<file path="config.mk">
export PLATFORM = sky130hd
export DESIGN_NAME = branch_recovery_unit
export DESIGN_NICKNAME = d
export VERILOG_FILES = /design/src/rtl/types_pkg.sv /design/src/rtl/rob_age_cmp.sv /design/src/rtl/branch_recovery_unit.sv
export SDC_FILE = /design/constraint.sdc
export NUM_CORES = 1
export LEC_CHECK = 0
export CAP_MARGIN = 20
export CORE_AREA = 3 3 75 77
export DETAILED_ROUTE_END_ITERATION = 8
export DIE_AREA = 0 0 78 80
export GPL_TIMING_DRIVEN = 0
export PLACE_DENSITY = 0.94
export SLEW_MARGIN = 5
export SYNTH_ARGS = -nofsm -noshare
export SYNTH_HDL_FRONTEND = slang
export SYNTH_SLANG_ARGS = --single-unit
</file>
<file path="constraint.sdc">
create_clock -name clk -period 6.9 [get_ports clk]
set_input_delay 1.38 -clock clk [delete_from_list [all_inputs] [get_ports clk]]
set_output_delay 1.38 -clock clk [all_outputs]
set_load 0.05 [all_outputs]
</file>
<file path="src/rtl/types_pkg.sv">
// Shared types for the branch recovery slice: branch FU result record,
// recovery FSM state encoding and ROB tag width.
package types_pkg;

  localparam int ROB_TAG_W = 5;
  localparam int PC_W      = 32;

  // Branch functional-unit result as seen by the recovery unit.
  typedef struct packed {
    logic                 fu_b_done;
    logic                 mispredict;
    logic [ROB_TAG_W-1:0] mispredict_tag;
    logic [PC_W-1:0]      pc;
    logic                 hit;
    logic [ROB_TAG_W-1:0] hit_tag;
  } b_data;

  typedef enum logic [1:0] {
    IDLE     = 2'd0,
    FLUSH    = 2'd1,
    RESTORE  = 2'd2,
    REDIRECT = 2'd3
  } brec_state_t;

  // Distance of a ROB entry from the head; modular so the ring wraps cleanly.
  function automatic logic [ROB_TAG_W-1:0] rob_age(
    input logic [ROB_TAG_W-1:0] tag,
    input logic [ROB_TAG_W-1:0] head
  );
    rob_age = tag - head;
  endfunction

endpackage

</file>
<file path="src/rtl/rob_age_cmp.sv">
// ROB age comparator: a_older is set when tag_a is strictly closer to the
// ROB head than tag_b, measured modulo the ROB size.
module rob_age_cmp
  import types_pkg::*;
(
  input  logic [ROB_TAG_W-1:0] tag_a,
  input  logic [ROB_TAG_W-1:0] tag_b,
  input  logic [ROB_TAG_W-1:0] head,
  output logic                 a_older
);

  logic [ROB_TAG_W-1:0] age_a_s;
  logic [ROB_TAG_W-1:0] age_b_s;

  // Convert both tags to head-relative ages and compare them.
  always_comb begin
    age_a_s = rob_age(tag_a, head);
    age_b_s = rob_age(tag_b, head);
    a_older = (age_a_s < age_b_s);
  end

endmodule

</file>
<file path="src/rtl/branch_recovery_unit.sv">
// Branch misprediction recovery sequencer: flush -> checkpoint restore ->
// fetch redirect, with replacement by an older mispredict at any point.
// Optional feature macro: BRU_PERF_CNT_EN adds mispredict/hit counters.
module branch_recovery_unit
  import types_pkg::*;
(
  input  logic                 clk,
  input  logic                 reset,
  input  logic [ROB_TAG_W-1:0] curr_rob_tag,
  input  b_data                b_in,
  input  logic                 restore_ack,
  output logic                 flush,
  output logic [ROB_TAG_W-1:0] flush_tag,
  output logic                 restore_req,
  output logic [ROB_TAG_W-1:0] restore_tag,
  output logic                 redirect_valid,
  output logic [PC_W-1:0]      redirect_pc,
  output logic                 stall_fe,
  output logic                 busy
`ifdef BRU_PERF_CNT_EN
  ,
  output logic [31:0]          mispredict_cnt,
  output logic [31:0]          hit_cnt
`endif
);

  brec_state_t          state_r;
  brec_state_t          next_state_s;
  logic [ROB_TAG_W-1:0] tag_q;
  logic [PC_W-1:0]      pc_q;
  logic                 accept_s;
  logic                 older_s;
  logic                 load_s;
  logic                 unused_s;

  // Qualified mispredict; masked while reset is held so nothing stalls in reset.
  assign accept_s = reset & b_in.fu_b_done & b_in.mispredict;

  rob_age_cmp u_age_cmp (
    .tag_a   (b_in.mispredict_tag),
    .tag_b   (tag_q),
    .head    (curr_rob_tag),
    .a_older (older_s)
  );

  // Next-state selection; an older mispredict always restarts at FLUSH.
  always_comb begin
    next_state_s = state_r;
    load_s       = 1'b0;
    case (state_r)
      IDLE: begin
        if (accept_s) begin
          load_s       = 1'b1;
          next_state_s = FLUSH;
        end else begin
          next_state_s = IDLE;
        end
      end
      FLUSH: begin
        if (accept_s && older_s) begin
          load_s       = 1'b1;
          next_state_s = FLUSH;
        end else begin
          next_state_s = RESTORE;
        end
      end
      RESTORE: begin
        if (accept_s && older_s) begin
          load_s       = 1'b1;
          next_state_s = FLUSH;
        end else if (restore_ack) begin
          next_state_s = REDIRECT;
        end else begin
          next_state_s = RESTORE;
        end
      end
      REDIRECT: begin
        if (accept_s && older_s) begin
          load_s       = 1'b1;
          next_state_s = FLUSH;
        end else begin
          next_state_s = IDLE;
        end
      end
      default: begin
        next_state_s = IDLE;
      end
    endcase
  end

  // State register and latched mispredict tag/target.
  always_ff @(posedge clk or negedge reset) begin
    if (!reset) begin
      state_r <= IDLE;
      tag_q   <= {ROB_TAG_W{1'b0}};
      pc_q    <= {PC_W{1'b0}};
    end else begin
      state_r <= next_state_s;
      if (load_s) begin
        tag_q <= b_in.mispredict_tag;
        pc_q  <= b_in.pc;
      end else begin
        tag_q <= tag_q;
        pc_q  <= pc_q;
      end
    end
  end

  // Output decode; payloads are zeroed whenever their strobe is low.
  always_comb begin
    flush          = 1'b0;
    flush_tag      = {ROB_TAG_W{1'b0}};
    restore_req    = 1'b0;
    restore_tag    = {ROB_TAG_W{1'b0}};
    redirect_valid = 1'b0;
    redirect_pc    = {PC_W{1'b0}};
    busy           = (state_r != IDLE);
    stall_fe       = 1'b0;
    case (state_r)
      IDLE: begin
        stall_fe = accept_s;
      end
      FLUSH: begin
        stall_fe  = 1'b1;
        flush     = 1'b1;
        flush_tag = tag_q;
      end
      RESTORE: begin
        stall_fe    = 1'b1;
        restore_req = 1'b1;
        restore_tag = tag_q;
      end
      REDIRECT: begin
        stall_fe = 1'b1;
        // An older mispredict this cycle makes the pending target stale.
        if (accept_s && older_s) begin
          redirect_valid = 1'b0;
          redirect_pc    = {PC_W{1'b0}};
        end else begin
          redirect_valid = 1'b1;
          redirect_pc    = pc_q;
        end
      end
      default: begin
        stall_fe = 1'b0;
      end
    endcase
  end

`ifdef BRU_PERF_CNT_EN
  logic [31:0] mispredict_cnt_r;
  logic [31:0] hit_cnt_r;

  // Event counters; wrap naturally at 2^32.
  always_ff @(posedge clk or negedge reset) begin
    if (!reset) begin
      mispredict_cnt_r <= 32'd0;
      hit_cnt_r        <= 32'd0;
    end else begin
      if (load_s) begin
        mispredict_cnt_r <= mispredict_cnt_r + 32'd1;
      end else begin
        mispredict_cnt_r <= mispredict_cnt_r;
      end
      if (b_in.fu_b_done && b_in.hit) begin
        hit_cnt_r <= hit_cnt_r + 32'd1;
      end else begin
        hit_cnt_r <= hit_cnt_r;
      end
    end
  end

  assign mispredict_cnt = mispredict_cnt_r;
  assign hit_cnt        = hit_cnt_r;
  assign unused_s       = ^b_in.hit_tag;
`else
  // Predictor hit information does not influence recovery.
  assign unused_s = ^{b_in.hit, b_in.hit_tag};
`endif

endmodule

</file>
**Word-level counts from Yosys, hierarchy flattened**

Index checks and enable logic that the tools add are counted.

- Word-level logic and storage cells: 33
- Output and inout bits: 47
- Register bits: 39
- Bits of input ports: 53

- Bitwise logic cells: 2
- Muxes and demuxes: 18
- Order comparisons: 1
- Add/subtract/negate cells: 2
- Reductions and logical operators: 4
- Equality and inequality tests: 3

Operators by type and width:

| operator | number |
|---|---|
| 32-bit 2-to-1 mux | 2 |
| 5-bit 2-to-1 mux | 2 |
| 5-bit subtractor | 2 |
| 1-bit 2-to-1 mux | 9 |
| 2-bit case mux with 4 select lines | 1 |
| 5-bit < comparator | 1 |
| 2-bit == test, second input constant | 2 |
| 2-bit 2-to-1 mux | 2 |
| 1-bit case mux with 2 select lines | 2 |
| 3-bit OR reduction | 1 |
| 1-bit AND | 2 |
| 2-bit by 1-bit == test with 1-bit output, second input constant | 1 |
| 2-bit logical NOT | 1 |
| 2-bit nonzero test | 1 |
| 1-bit logical AND | 1 |

**Logic depth before layout (Yosys ltp)**

Gate-level depths: netlist of run 1.

- Depth in word-level cells: 5
- Mapped depth: 14
- Mapped depth without buffers: 12

**By module**

From an unflattened synthesis of run 1, not the netlist that was laid out.

- Cells, all modules: 184
- Area, all modules: 2,249.7 um2

Modules (own cells, without submodules):

| module | seq. area each (um2) | cells each | area each (um2) | times used |
|---|---|---|---|---|
| branch_recovery_unit | 975.9 | 138 | 1,859.3 | 1 |
| rob_age_cmp | 0.0 | 46 | 390.4 | 1 |

**Worst setup path before layout of run 1**

No wires, ideal clock.

- Path kind: input -> output
- Start point: input b_in[38] (netlist name)
- End point: output redirect_pc[10]
- Buffers on the path: 1
- Arrival time: 4.322 ns
- Data required time: 5.520 ns
- Cell stages on the path: 13
- Setup slack: 1.198 ns
- Cell sequence: inv_1 > ha_1 > inv_1 > fa_1 > a21o_1 > a21oi_1 > xnor2_1 > ha_1 > a21oi_1 > nand2b_1 > a31oi_1 > buf_2 > nor3b_1

- Cells in the longest elaborated chain, start to end: 5

RTL lines:

| element | line | source |
|---|---|---|
| start, declared | branch_recovery_unit.sv:10 | `input b_data b_in,` |
| 5-bit subtractor | types_pkg.sv:30 | `rob_age = tag - head;` |
| 5-bit < comparator | rob_age_cmp.sv:19 | `a_older = (age_a_s < age_b_s);` |
| 1-bit logical AND | branch_recovery_unit.sv:136 | `if (accept_s && older_s) begin` |
| 32-bit 2-to-1 mux | branch_recovery_unit.sv:136 |  |
| 32-bit 2-to-1 mux | branch_recovery_unit.sv:119 | `case (state_r)` |
| end, declared | branch_recovery_unit.sv:17 | `output logic [PC_W-1:0] redirect_pc,` |

Every way passes these cells.

**Final worst setup path of run 1**

- Start point: input curr_rob_tag[0]
- End point: output redirect_pc[17]

- Cells in the longest elaborated chain, start to end: 5
- Elaborated cells on any way between the ends: 6
- Those cells by class: add/sub (2); order compare (1); mux (2); reduce/logical (1)

RTL lines:

| element | line | source |
|---|---|---|
| start, declared | branch_recovery_unit.sv:9 | `input logic [ROB_TAG_W-1:0] curr_rob_tag,` |
| 5-bit subtractor | types_pkg.sv:30 |  |
| 5-bit < comparator (*) | rob_age_cmp.sv:19 |  |
| 1-bit logical AND (*) | branch_recovery_unit.sv:136 |  |
| 32-bit 2-to-1 mux (*) | branch_recovery_unit.sv:136 |  |
| 32-bit 2-to-1 mux (*) | branch_recovery_unit.sv:119 |  |

Mark *: on every way between the ends. The rest lies on a longest branch, timed or not.

==> results.cfg, run 1 <==
[finish]
antennaDiodeCount = 0
layout-drive-gt1-share_pct = 19.44
num-fill-cells = 401
nets = 354
multiInputGateArea_um2 = 1219
area_growth_pct = 48.76
utilization_pct = 67.92
seqCellArea_um2 = 975.9

[power_and_ir_drop]
pwr-share-comb_pct = 58.8
switching_share_pct = 41.95
power.internal_w = 0.0007936
seqPwrFrac_pct = 30.0
peakVddDrop_uv = 203.2
power_w = 0.001367
pwr-share-clk_pct = 11.2
powerDensity_nw_per_um2 = 396.6
netSwitchingPower_w = 0.0005735
cellLeakagePower_nw = 1.428

[routing]
drt_iter0_drc = 43
routed_wl_mm = 5.356
drc = 0
final_antenna_net_count = 0
firstDrtPassIters = 2
wl_per_cell_um = 14.96
vias_per_cell = 4.902
vias = 1755

[min_path]
hold_path.class = flip-flop to flip-flop
hold_start = pc_q[0]
min_to = pc_q[0]
hold_path_depth = 1

[worst_setup_path]
rrSetupSlack_ns = 3.73
crit_path_end_kind = output port
worstRegToRegCells = 14
worst_r2r_startpoint = tag_q[0]
crit_slowest_cell = clkdlybuf4s50_1
cp_cell_sequence = clkdlybuf4s50_1 > ha_1 > inv_1 > fa_1 > a21o_1 > a21oi_1 > xnor2_1 > ha_1 > a21oi_1 > nand2b_1 > a31oi_1 > buf_2 > nor3b_1 > clkdlybuf4s50_1
worstSetupPathType = input pin to output port
cp_max_fo = 10
worst_ep_arrival_time_ns = 5.23
critical_path.top_delay_family = buffers and inverters
timing.rr.end = pc_q[18]
cp.required_ns = 5.52
crit_buf_inv = 4
start_kind = input pin
critPathMaxStageDelay_ns = 0.74

[floorplan]
ios = 100
dieArea_um2 = 6240
die_height_um = 80
core_um2 = 5075
start_util_pct = 45.66
rows = 26
die_w_um = 78

[clocking]
cts-root-buf = clkbuf_8
post_cts_resized = 0
clk_pin_slew_ns = 0.08
cts_hold_buf = 0
postCtsSetupRepairBufs = 0
clock_path_buffers = 2
htreeDepth = 2
cts_sinks = 39
clock_latency_ns = 0.29
cts_tree = yes
numCtsBuffers = 5

[yosys]
seq_area_frac_synth_pct = 42.12
syn_nets = 253
netlist_area_um2 = 2317
netlist_instances = 186
syn_area_per_cell_um2 = 12.46
synth_cell_types = 28
ys_seq_elements = 39
yosysWarnings = 0

[placement]
post-place-ws_ns = 0.2778
place_congestion = 0.7940
dp.final_hpwl_mm = 4.268
port_buffers = 93

[timing]
worst_pin_slew_ns = 0.6541
drv_slew = 0
fmax_mhz = 151.4
finalClockSkew_ns = 0.007053
slew_headroom_pct = 56.19
layout_setup_ws_ns = 0.2943
setup_viol = 0
grt_setup_unrepaired = false
fin_crit_sh_pct = 95.73
finalHoldViolCount = 0
fin_crit_ns = 6.606
fin_setup_tns_ns = 0

[global_routing]
grt_first_pass_wirelength_mm = 8.742
grt_pass1_vias = 1837
grt.overflow.total = 0
grt_start_max_net_pins = 24
antenna_found_initial = 0
track_usage_pct = 17.72

[outcome]
status = completed

[flow_run]
drv_cap = 0
-- logic make-up (layout without fill, tap and decap cells) --
family,after synthesis,after routing,share of synthesized area [%]
AND/OR/NAND/NOR,52,52,15.17
AO/OA/AOI/OAI,16,16,5.022
adder cells (fa/ha/maj),14,14,8.207
XOR/XNOR,8,8,3.024
flip-flops,39,39,42.12
buffers and inverters,20,122,5.291
multiplexers,37,37,21.17
-- synthesized netlist by cell type --
library cell | number | area share [%]
fa_1 | 2 | 1.7
a41oi_2 | 1 | 0.70
dfrtp_1 | 39 | 42
mux2_4 | 20 | 13
nor2b_1 | 3 | 0.81
buf_12 | 2 | 1.7
nor2_1 | 2 | 0.32
a31oi_1 | 1 | 0.27
a21oi_1 | 6 | 1.3
buf_6 | 1 | 0.49
inv_1 | 9 | 1.5
xor2_1 | 3 | 1.1
o21bai_1 | 1 | 0.32
o21ai_2 | 1 | 0.38
ha_1 | 12 | 6.5
buf_4 | 1 | 0.32
nand2_1 | 3 | 0.49
and2_1 | 10 | 2.7
buf_2 | 3 | 0.65
clkbuf_1 | 4 | 0.65
a21o_1 | 5 | 1.6
o21ba_2 | 1 | 0.43
nand2b_1 | 1 | 0.27
nor3b_1 | 32 | 10
xnor2_1 | 5 | 1.9
nand3_1 | 1 | 0.22
mux2i_1 | 1 | 0.43
mux2_2 | 16 | 7.8
-- routing by layer --
| metal | GRT usage [%] | vias up | wire, µm |
|---|---|---|---|
| met5 | 0 | - | 0 |
| met4 | 4.196 | 0 | 59 |
| met3 | 6.433 | 7 | 388 |
| met2 | 28.68 | 56 | 2636 |
| met1 | 22.67 | 843 | 2271 |
| li1 | - | 849 | - |
-- sequential cells by signal, indices dropped and copies added, names as in the netlist --
name	flops
pc_q	32
state_r	2
tag_q	5
-- power groups by stage --
stage,sequential (W),clock [W],combinational [W]
after floorplan,0.000391,0,0.000601
after global placement,0.000408,0,0.000787
after detailed placement,0.000415,0,0.000807
after CTS,0.000412,0.000159,0.000810
after global routing,0.000425,0.000166,0.000858
final,0.000411,0.000153,0.000803
-- area by class of cell --
| type | count | share of cell area [%] |
|---|---|---|
| repair buffers | 94 | 27.66 |
| clock buffers | 5 | 1.996 |
| clock inverters | 3 | 0.5808 |
| inverters | 9 | 0.9800 |
| well taps | 70 | 2.541 |
| multi-input cells | 127 | 35.35 |
| flip-flops and latches | 39 | 28.31 |
| plain buffers | 11 | 2.577 |
-- cell usage in the layout, fill, tap and decap left out, drive strengths merged --
master,netlist,routed
dfrtp,39,39
xor2,3,3
clkinvlp,0,2
fa,2,2
nor3b,32,32
o21bai,1,1
clkinv,0,1
ha,12,12
o21ai,1,1
nor2b,3,3
xnor2,5,5
a21oi,6,6
mux2i,1,1
nor2,2,2
inv,9,9
a31oi,1,1
clkdlybuf4s50,0,92
mux2,36,36
clkbuf,4,9
a41oi,1,1
o21ba,1,1
buf,7,9
nand2b,1,1
nand2,3,3
nand3,1,1
a21o,5,5
and2,10,10
-- per-stage QoR --
| step | std cells | hold slack (ns) | instance area (µm²) |
|---|---|---|---|
| 6_report | 358 | 0.5059 | 3447 |
| 5_1_grt | 358 | 0.5140 | 3447 |
| 4_1_cts | 358 | 0.5089 | 3447 |
| 3_5_place_dp | 350 | 0.4876 | 3358 |
| 3_3_place_gp | 349 | 0.4812 | 3336 |
| 2_1_floorplan | 186 | 0.4722 | 2317 |
-- worst max-delay path by stage --
| stage | to | startpoint | slack (ns) | cells past startpoint |
|---|---|---|---|---|
| after CTS | redirect_pc[17] | curr_rob_tag[0] | 0.27 | 14 |
| after floorplan | redirect_pc[10] | b_in[38] | 1.20 | 13 |
| final | redirect_pc[17] | curr_rob_tag[0] | 0.29 | 14 |
| after global placement | redirect_pc[22] | reset | 0.1 | 7 |
| after detailed placement | redirect_pc[17] | curr_rob_tag[0] | 0.28 | 14 |
| after global routing | redirect_pc[8] | curr_rob_tag[0] | 0.04 | 14 |
-- worst reg2reg max path, cell delays in order (launching register included) --
cell	delay (ns)
dfrtp_1	0.41
inv_1	0.09
ha_1	0.14
inv_1	0.05
fa_1	0.40
a21o_1	0.20
a21oi_1	0.17
xnor2_1	0.14
ha_1	0.28
a21oi_1	0.22
o21bai_1	0.10
a41oi_2	0.20
buf_6	0.20
buf_12	0.16
mux2_4	0.30
Power figures use the tool's default switching activity.
==> run 2, diff against run 1 <==
- MAX_ROUTING_LAYER: unset -> met4
- RECOVER_POWER: unset -> 25
==> run 2 against run 1 <==
Register-to-register slack about the same. Combinational power hardly changed. Worst hold slack worse by 0.0032 ns. Wire length about the same. Final cell count did not move. Flip-flop and latch count is the same. Utilization fell by 0.49 points. Cell area is 0.73% lower. Sequential share of layout area increased by 0.21 points. Critical path depth unchanged.
==> results.cfg, run 2 (synthesized netlist as in run 1, its figures left out) <==
[worst_setup_path]
cp.required_ns = 5.52
worstRegToRegCells = 14
crit_slowest_cell = clkdlybuf4s50_1
worstSetupPathType = input pin to output port
crit_path_end_kind = output port
start_kind = input pin
critPathMaxStageDelay_ns = 0.74
worst_ep_arrival_time_ns = 5.23
critical_path.top_delay_family = buffers and inverters
cp.depth = 14
crit_buf_inv = 4
cp_max_fo = 10
cp_cell_sequence = clkdlybuf4s50_1 > ha_1 > inv_1 > fa_1 > a21o_1 > a21oi_1 > xnor2_1 > ha_1 > a21oi_1 > nand2b_1 > a31oi_1 > buf_2 > nor3b_1 > clkdlybuf4s50_1

[timing]
slew_headroom_pct = 12.84
setup_viol = 0
worst_pin_slew_ns = 1.307
grt_setup_unrepaired = false
fin_setup_tns_ns = 0
drv_slew = 0
finalHoldViolCount = 0
fin_crit_ns = 6.610
fin_crit_sh_pct = 95.79
finalClockSkew_ns = 0.007083
fmax_mhz = 151.3

[power_and_ir_drop]
cellLeakagePower_nw = 1.414
peakVddDrop_uv = 203.2
pwr-share-comb_pct = 58.7
seqPwrFrac_pct = 30.1
switching_share_pct = 42.02
netSwitchingPower_w = 0.0005741
powerDensity_nw_per_um2 = 399.2
pwr-share-clk_pct = 11.2
power.internal_w = 0.0007920

[placement]
placed_cells = 350
place_congestion = 0.8053
dp.final_hpwl_mm = 4.268
port_buffers = 93

[global_routing]
antenna_found_initial = 0
track_usage_pct = 18.13
grt_pass1_vias = 1842
grt_first_pass_wirelength_mm = 8.728
grt.overflow.total = 0
grt_start_max_net_pins = 24

[min_path]
hold_path_depth = 1
hold_path.class = flip-flop to flip-flop

[finish]
regMostFlops = pc_q
largest_reg_flops = 32
num-fill-cells = 403
area_growth_pct = 47.68
nets = 354
layout-drive-gt1-share_pct = 18.75
multiInputGateArea_um2 = 1219
layout_commonest_cell = clkdlybuf4s50_1
top_regs = pc_q (32), tag_q (5), state_r (2)
antennaDiodeCount = 0
utilization_pct = 67.43
layout_common_cells = clkdlybuf4s50_1, dfrtp_1, nor3b_1, mux2_4, mux2_2
seqCellArea_um2 = 975.9
instances_no_fill = 358

[floorplan]
start_util_pct = 45.66
rows = 26
dieArea_um2 = 6240
die_w_um = 78
core_um2 = 5075
die_height_um = 80
ios = 100

[clocking]
clock_path_buffers = 2
post_cts_resized = 0
numCtsBuffers = 5
cts_sinks = 39
clock_latency_ns = 0.29
clk_pin_slew_ns = 0.08
postCtsSetupRepairBufs = 0
htreeDepth = 2
cts_tree = yes
cts_hold_buf = 0
cts-root-buf = clkbuf_8

[outcome]
status = completed

[routing]
routed_wl_mm = 5.357
wl_per_cell_um = 14.96
final_antenna_net_count = 0
drc = 0
vias = 1754
drt_iter0_drc = 56
vias_per_cell = 4.899
firstDrtPassIters = 2

[flow_run]
drv_cap = 0
run 2: area by class of cell:
class,count,area share (%)
Timing Repair Buffer,94,27.13
Tap cell,70,2.559
Inverter,9,0.9872
Multi-Input combinational cell,127,35.61
Clock buffer,5,2.011
Clock inverter,3,0.5850
Sequential cell,39,28.52
Buffer,11,2.596
run 2: through the flow:
stage          setup slack (ns)  total power, W  hold slack (ns)  instance area (µm²)
6_report                 0.2902        0.001366           0.5027                 3422
5_1_grt                 0.03629        0.001447           0.5140                 3422
3_5_place_dp             0.2778        0.001222           0.4876                 3358
2_1_floorplan             1.198       0.0009922           0.4722                 2317
4_1_cts                  0.2712        0.001381           0.5089                 3447
3_3_place_gp            0.09874        0.001195           0.4812                 3336
run 2: path summary, 6_finish.rpt:
kind                                  from              end  slack, ns
min reg2reg                       pc_q[27]         pc_q[27]       0.50
min                               pc_q[27]         pc_q[27]       0.50
min in group asynchronous            reset         pc_q[23]       1.21
max reg2reg                       tag_q[0]         pc_q[18]       3.73
max in group asynchronous            reset         pc_q[22]       3.99
max                        curr_rob_tag[0]  redirect_pc[17]       0.29
run 2: power by group through the flow:
stage / Sequential, W / Clock [W] / Combinational (W)
floorplan: 0.000391 / 0 / 0.000601
global placement: 0.000408 / 0 / 0.000787
detailed placement: 0.000415 / 0 / 0.000807
CTS: 0.000412 / 0.000159 / 0.000810
global route: 0.000425 / 0.000166 / 0.000856
finish: 0.000411 / 0.000154 / 0.000801
run 2: routing by layer:
layer	share of wire, %	wire (µm)	vias up	track usage [%]
li1	-	-	850	-
met5	0	0	-	-
met1	44	2365	843	23.24
met3	5.7	307	7	5.079
met2	49	2624	54	28.77
met4	1.1	59	0	4.196
